### config.mk
export PLATFORM = sky130hd
export DESIGN_NAME = gpr_bank
export DESIGN_NICKNAME = d
export VERILOG_FILES = /design/src/rtl/gpr_bank.sv
export SDC_FILE = /design/constraint.sdc
export NUM_CORES = 1
export LEC_CHECK = 0
export BUFFER_PORTS_ARGS = -buffer_cell sky130_fd_sc_hd__buf_2
export CORE_ASPECT_RATIO = 1.5
export CORE_MARGIN = 5
export CORE_UTILIZATION = 45
export DETAILED_ROUTE_END_ITERATION = 12
export HOLD_SLACK_MARGIN = 0.12
export PLACE_DENSITY = 0.68
export SLEW_MARGIN = 30
export SYNTH_ARGS = -nofsm -noshare
export SYNTH_HDL_FRONTEND = slang
export SYNTH_SLANG_ARGS = --single-unit
### constraint.sdc
create_clock -name clk -period 5.8 [get_ports clk]
set_clock_uncertainty 0.15 [all_clocks]
set_input_delay 0.29 -clock clk [delete_from_list [all_inputs] [get_ports clk]]
set_output_delay 0.29 -clock clk [all_outputs]
set_load 0.005 [all_outputs]
### src/rtl/gpr_bank.sv
// gpr_bank: parametrised register bank with two prioritised write ports,
// write-first bypass into registered read ports, and a busy scoreboard
// that lets the control unit stall on pending write-backs.
module gpr_bank #(
  parameter int unsigned WIDTH    = 10,
  parameter int unsigned DEPTH    = 10,
  parameter int unsigned AW       = 4,
  parameter int unsigned NREAD    = 3,
  parameter int unsigned ZERO_REG = 0
) (
  input  logic                     clk,
  input  logic                     rst,
  input  logic [1:0]               wr_en,
  input  logic [2*AW-1:0]          wr_addr,
  input  logic [2*WIDTH-1:0]       wr_data,
  input  logic                     rsv_en,
  input  logic [AW-1:0]            rsv_addr,
  input  logic [NREAD-1:0]         rd_en,
  input  logic [NREAD*AW-1:0]      rd_addr,
  output logic [NREAD*WIDTH-1:0]   rd_data,
  output logic [NREAD-1:0]         rd_valid,
  output logic [NREAD-1:0]         rd_busy,
  output logic [NREAD-1:0]         rd_err,
  output logic [DEPTH-1:0]         busy,
  output logic [DEPTH*WIDTH-1:0]   dbg_regs
);

  localparam logic [AW:0] DEPTH_W = (AW+1)'(DEPTH);

  logic [DEPTH*WIDTH-1:0] regs_q;
  logic [1:0]             wr_ok_c;
  logic                   rsv_ok_c;
  logic [DEPTH-1:0]       hit0_c;
  logic [DEPTH-1:0]       hit1_c;
  logic [DEPTH-1:0]       rsv_hit_c;
  logic [DEPTH-1:0]       busy_rd_c;
  logic [NREAD*WIDTH-1:0] rd_data_c;
  logic [NREAD-1:0]       rd_busy_c;
  logic [NREAD-1:0]       rd_err_c;

  // Address lies inside the bank.
  function automatic logic in_range(input logic [AW-1:0] a);
    return {1'b0, a} < DEPTH_W;
  endfunction

  // Address may be written or reserved (in range, not the hardwired zero register).
  function automatic logic writable(input logic [AW-1:0] a);
    return in_range(a) && !((ZERO_REG != 0) && (a == '0));
  endfunction

  // Qualify write/reserve requests and decode them to one-hot register hits.
  always_comb begin
    wr_ok_c[0] = wr_en[0] && writable(wr_addr[0 +: AW]);
    wr_ok_c[1] = wr_en[1] && writable(wr_addr[AW +: AW]);
    rsv_ok_c   = rsv_en && writable(rsv_addr);
    hit0_c     = '0;
    hit1_c     = '0;
    rsv_hit_c  = '0;
    for (int unsigned i = 0; i < DEPTH; i++) begin
      hit0_c[i]    = wr_ok_c[0] && (wr_addr[0 +: AW] == AW'(i));
      hit1_c[i]    = wr_ok_c[1] && (wr_addr[AW +: AW] == AW'(i));
      rsv_hit_c[i] = rsv_ok_c && (rsv_addr == AW'(i));
    end
    // Readers see write-back clears of this edge but not its new reservation.
    busy_rd_c = busy & ~(hit0_c | hit1_c);
  end

  // Per-port read result with write-first bypass; port 1 data has priority.
  always_comb begin
    rd_data_c = '0;
    rd_busy_c = '0;
    rd_err_c  = '0;
    for (int unsigned p = 0; p < NREAD; p++) begin
      rd_err_c[p] = !in_range(rd_addr[p*AW +: AW]);
      for (int unsigned i = 0; i < DEPTH; i++) begin
        if (rd_addr[p*AW +: AW] == AW'(i)) begin
          rd_busy_c[p] = busy_rd_c[i];
          if (hit1_c[i]) begin
            rd_data_c[p*WIDTH +: WIDTH] = wr_data[WIDTH +: WIDTH];
          end else if (hit0_c[i]) begin
            rd_data_c[p*WIDTH +: WIDTH] = wr_data[0 +: WIDTH];
          end else begin
            rd_data_c[p*WIDTH +: WIDTH] = regs_q[i*WIDTH +: WIDTH];
          end
        end
      end
    end
  end

  // Register storage; port 1 overrides port 0 on a shared address.
  always_ff @(posedge clk or posedge rst) begin
    if (rst) begin
      regs_q <= '0;
    end else begin
      for (int unsigned i = 0; i < DEPTH; i++) begin
        if (hit1_c[i]) begin
          regs_q[i*WIDTH +: WIDTH] <= wr_data[WIDTH +: WIDTH];
        end else if (hit0_c[i]) begin
          regs_q[i*WIDTH +: WIDTH] <= wr_data[0 +: WIDTH];
        end
      end
    end
  end

  // Scoreboard: a reservation is newer than a same-edge write-back.
  always_ff @(posedge clk or posedge rst) begin
    if (rst) begin
      busy <= '0;
    end else begin
      for (int unsigned i = 0; i < DEPTH; i++) begin
        if (rsv_hit_c[i]) begin
          busy[i] <= 1'b1;
        end else if (hit0_c[i] || hit1_c[i]) begin
          busy[i] <= 1'b0;
        end
      end
    end
  end

  // Read output registers; data and flags hold while a port is idle.
  always_ff @(posedge clk or posedge rst) begin
    if (rst) begin
      rd_data  <= '0;
      rd_valid <= '0;
      rd_busy  <= '0;
      rd_err   <= '0;
    end else begin
      rd_valid <= rd_en;
      for (int unsigned p = 0; p < NREAD; p++) begin
        if (rd_en[p]) begin
          rd_data[p*WIDTH +: WIDTH] <= rd_data_c[p*WIDTH +: WIDTH];
          rd_busy[p]                <= rd_busy_c[p];
          rd_err[p]                 <= rd_err_c[p];
        end
      end
    end
  end

  assign dbg_regs = regs_q;

endmodule

==> run_results.csv <==
group,metric,value,unit
run_status,outcome,"finished clean",
final_layout,n_antenna_cell,0,
sta,final-hold-violation-count,0,
floorplanning,initial_utilization,45.68,%
synth,synth_compound_area_share,30.79,%
pwr,power.total,0.003762,W
sta,timing.fmax,333.5,MHz
routing,firstDrtPassIters,6,
floorplanning,rows,65,
place,place_area,10610,um2
global_routing,gr-usage-all-layers,38.72,%
place,dp.cells,1520,
synth,ys_seq_area_share,38.75,%
critical_path,path_class,"in -> reg",
floorplanning,core,21060,um2
final_layout,layout-drive-gt1-share,21.72,%
routing,drt_drc_violations_left,0,
final_layout,stdcell_area,11390,um2
critical_path,critPathBufInv,2,
sta,setup_tns,0,ns
critical_path,cp_slowest_stage_delay,0.86,ns
synth,yosys_warnings,0,
clock_network,holdBufCountCts,19,
pwr,p_clk_share,29.7,%
synth,async_reset_ff_share,100.0,%
hold_path,hold_path.class,"in -> reg",
critical_path,critPathTopFamily,"simple AND/OR/NAND/NOR gates",
pwr,power_leakage,4.870,nW
place,gp_congestion,1.065,
final_layout,fin_util,54.07,%
critical_path,crit_chain,"dlygate4sd3_1 -> buf_2 -> nand2b_1 -> nor2_1 -> nand2_1 -> o21ai_0 -> a21oi_1 -> o21ai_0 -> a21oi_1",
final_layout,synthToLayoutAreaGrowth,18.36,%
synth,ys.flop_type,"dfrtp_1",
floorplanning,fp.dieArea,24470,um2
sta,period_needed,2.998,ns
pwr,power.switching,0.001405,W
pwr,p_sw_share,37.35,%
sta,period_share,51.69,%
clock_network,ctsResizeCount,0,
floorplanning,die-height,189.1,um
place,dp_hpwl,35650,um
clock_network,cts_tree,"built",
final_layout,final_cells,1571,
synth,synth_mux_area_share,5.448,%
sta,tightest_slew,1.173,ns
global_routing,grt_pass1_vias,10970,
sta,slew_headroom,21.52,%
clock_network,post_cts_buffers,0,
routing,vias,11190,
synth,synthesis.nets,1194,
sta,rsz0062_at_grt,"no",
critical_path,worstSetupEndpointType,"flip-flop",
synth,synth_cell_types,80,
pwr,combinationalPowerShare,32.2,%
clock_network,numCtsBuffers,17,
synth,synth_area,9623,um2
flow_run,maxCapViolCount,0,
global_routing,grt_pass1_wl,70600,um
routing,drt-initial-drc-count,1443,
routing,vias_per_cell,7.122,
clock_network,htree_levels,4,
global_routing,antenna_found_initial,0,
sta,setup_violations,0,
place,io_buffers,200,
critical_path,cp_max_fo,11,
clock_network,clock-sinks,149,
pwr,vdd_ir_drop_max,0.2081,mV
pwr,p_seq_share,38.1,%
synth,ys_ff_latch,149,
clock_network,clk_path_buf_depth,2,
critical_path,critPathLaunchType,"input pin",
critical_path,worstPathRequired,5.96,ns
synth,synth-edff-count,0,
pwr,powerDensity,330.3,nW/um2
clock_network,clk_latency,0.45,ns
synth,yosys.area_share.simple,19.63,%
global_routing,overflow,0,
final_layout,fin_nets,1342,
synth,synth_top_family_by_area,"compound AO/OA/AOI/OAI gates",
routing,drtAntennaViolNets,0,
critical_path,arrival,3.16,ns
clock_network,cts_root_buf,"clkbuf_16",
synth,post_synth_inst_count,1142,
pwr,cell_internal_pwr,0.002357,W
sta,final_max_slew_viol_count,0,
synth,synthAdderAreaFrac,0,%
critical_path,cpMaxStageDelayCell,"nor2_1",
floorplanning,pin_count,201,
floorplanning,die_x,129.4,um
synth,avgSynthCellArea,8.426,um2
routing,routedWlPerCell,30.50,um
routing,drt_wl_total,47910,um
global_routing,grt_start_max_net_pins,63,
final_layout,nFillCells,2004,
clock_network,path_clk_slew,0.06,ns
synth,synth_xor_area_share,0,%
==> cells in the mapped netlist (19+ instances only) <==
library cell	instances	area, um2
a31oi_1	50	312.8
nand3_1	70	350.3
dfrtp_1	149	3729
inv_1	19	71.32
o21ai_0	87	435.4
nor3_1	50	250.2
mux2i_1	49	490.5
a21oi_1	98	490.5
nor2_1	88	330.3
o22ai_1	24	150.1
a22oi_1	34	255.2
clkbuf_1	68	255.2
nand2_1	63	236.5
a221oi_1	33	289.0
==> state kept, by name, indices dropped and copies added, names as in the netlist <==
| name | flops |
|---|---|
| busy | 10 |
| dbg_regs | 100 |
| rd_busy | 3 |
| rd_data | 30 |
| rd_err | 3 |
| rd_valid | 3 |
==> through the flow <==
stage | hold slack [ns] | setup WS, ns
2_1_floorplan | 0.1714 | 1.352
3_3_place_gp | 0.1147 | 2.662
3_5_place_dp | 0.1169 | 2.639
4_1_cts | 0.1222 | 2.951
5_1_grt | 0.1532 | 2.767
6_report | 0.1336 | 2.802
==> routing by layer <==
layer / global-route usage (%) / up-vias / wire (um) / share of wire [%]
li1: - / 4667 / - / -
met1: 47.93 / 5325 / 17230 / 36
met2: 61.36 / 968 / 22120 / 46
met3: 9.201 / 228 / 5315 / 11
met4: 21.87 / 0 / 3241 / 6.8
met5: 0 / - / 0 / 0
==> final timing paths <==
kind                       cells after the start      endpoint  startpoint  slack, ns
max                                            9    rd_data[6]  rd_addr[3]       2.80
min                                            3     rd_err[1]  rd_addr[7]       0.13
max reg2reg                                    6    rd_busy[1]     busy[0]       3.70
min reg2reg                                    2     rd_err[1]   rd_err[1]       0.38
max in group asynchronous                      4    rd_busy[2]         rst       4.16
min in group asynchronous                      3  dbg_regs[12]         rst       0.20
==> layout by cell type, fill, tap and decap left out, types with 14 or more instances in the layout <==
cell type	n
inv_1	18
nand2_1	63
a221oi_1	33
dlygate4sd3_1	19
a22oi_1	34
o22ai_1	24
o21ai_0	87
o211ai_1	15
clkbuf_16	17
a21oi_1	98
mux2i_1	49
nor2_1	87
a31oi_1	50
dfrtp_1	149
buf_2	200
o221ai_1	15
nand3_1	70
nand2b_1	14
nor3_1	48
==> power groups by stage <==
stage	combinational (W)	sequential, W	clock (W)
CTS	0.00118	0.00143	0.00112
floorplan	0.000595	0.00142	0
global placement	0.00116	0.00144	0
detailed placement	0.00116	0.00145	0
finish	0.00121	0.00143	0.00112
global route	0.00130	0.00145	0.00117
==> kinds of logic (layout without fill, tap and decap cells) <==
kind of cell | count (synthesis) | count (layout)
buffers and inverters | 121 | 282
and+or+nand+nor | 371 | 371
muxes | 52 | 52
AOI/OAI and AO/OA | 449 | 449
DFF | 149 | 149
==> worst register-to-register path, cell delays in order, from the launching register on <==
cell	delay [ns]
dfrtp_1	0.37
o21ai_2	0.10
or3_1	0.33
a2111oi_0	0.42
o31ai_1	0.15
a221o_1	0.35
a21oi_1	0.15
==> area by class of cell <==
class	count	area (um2)	area share, %
Clock buffer	20	446.7	3.922
Clock inverter	12	130.1	1.142
Inverter	20	80.08	0.7031
Multi-Input combinational cell	872	5395	47.37
Sequential cell	149	3729	32.74
Tap cell	268	335.3	2.944
Timing Repair Buffer	230	1274	11.18
No activity file was read; power rests on OpenSTA's default activity.
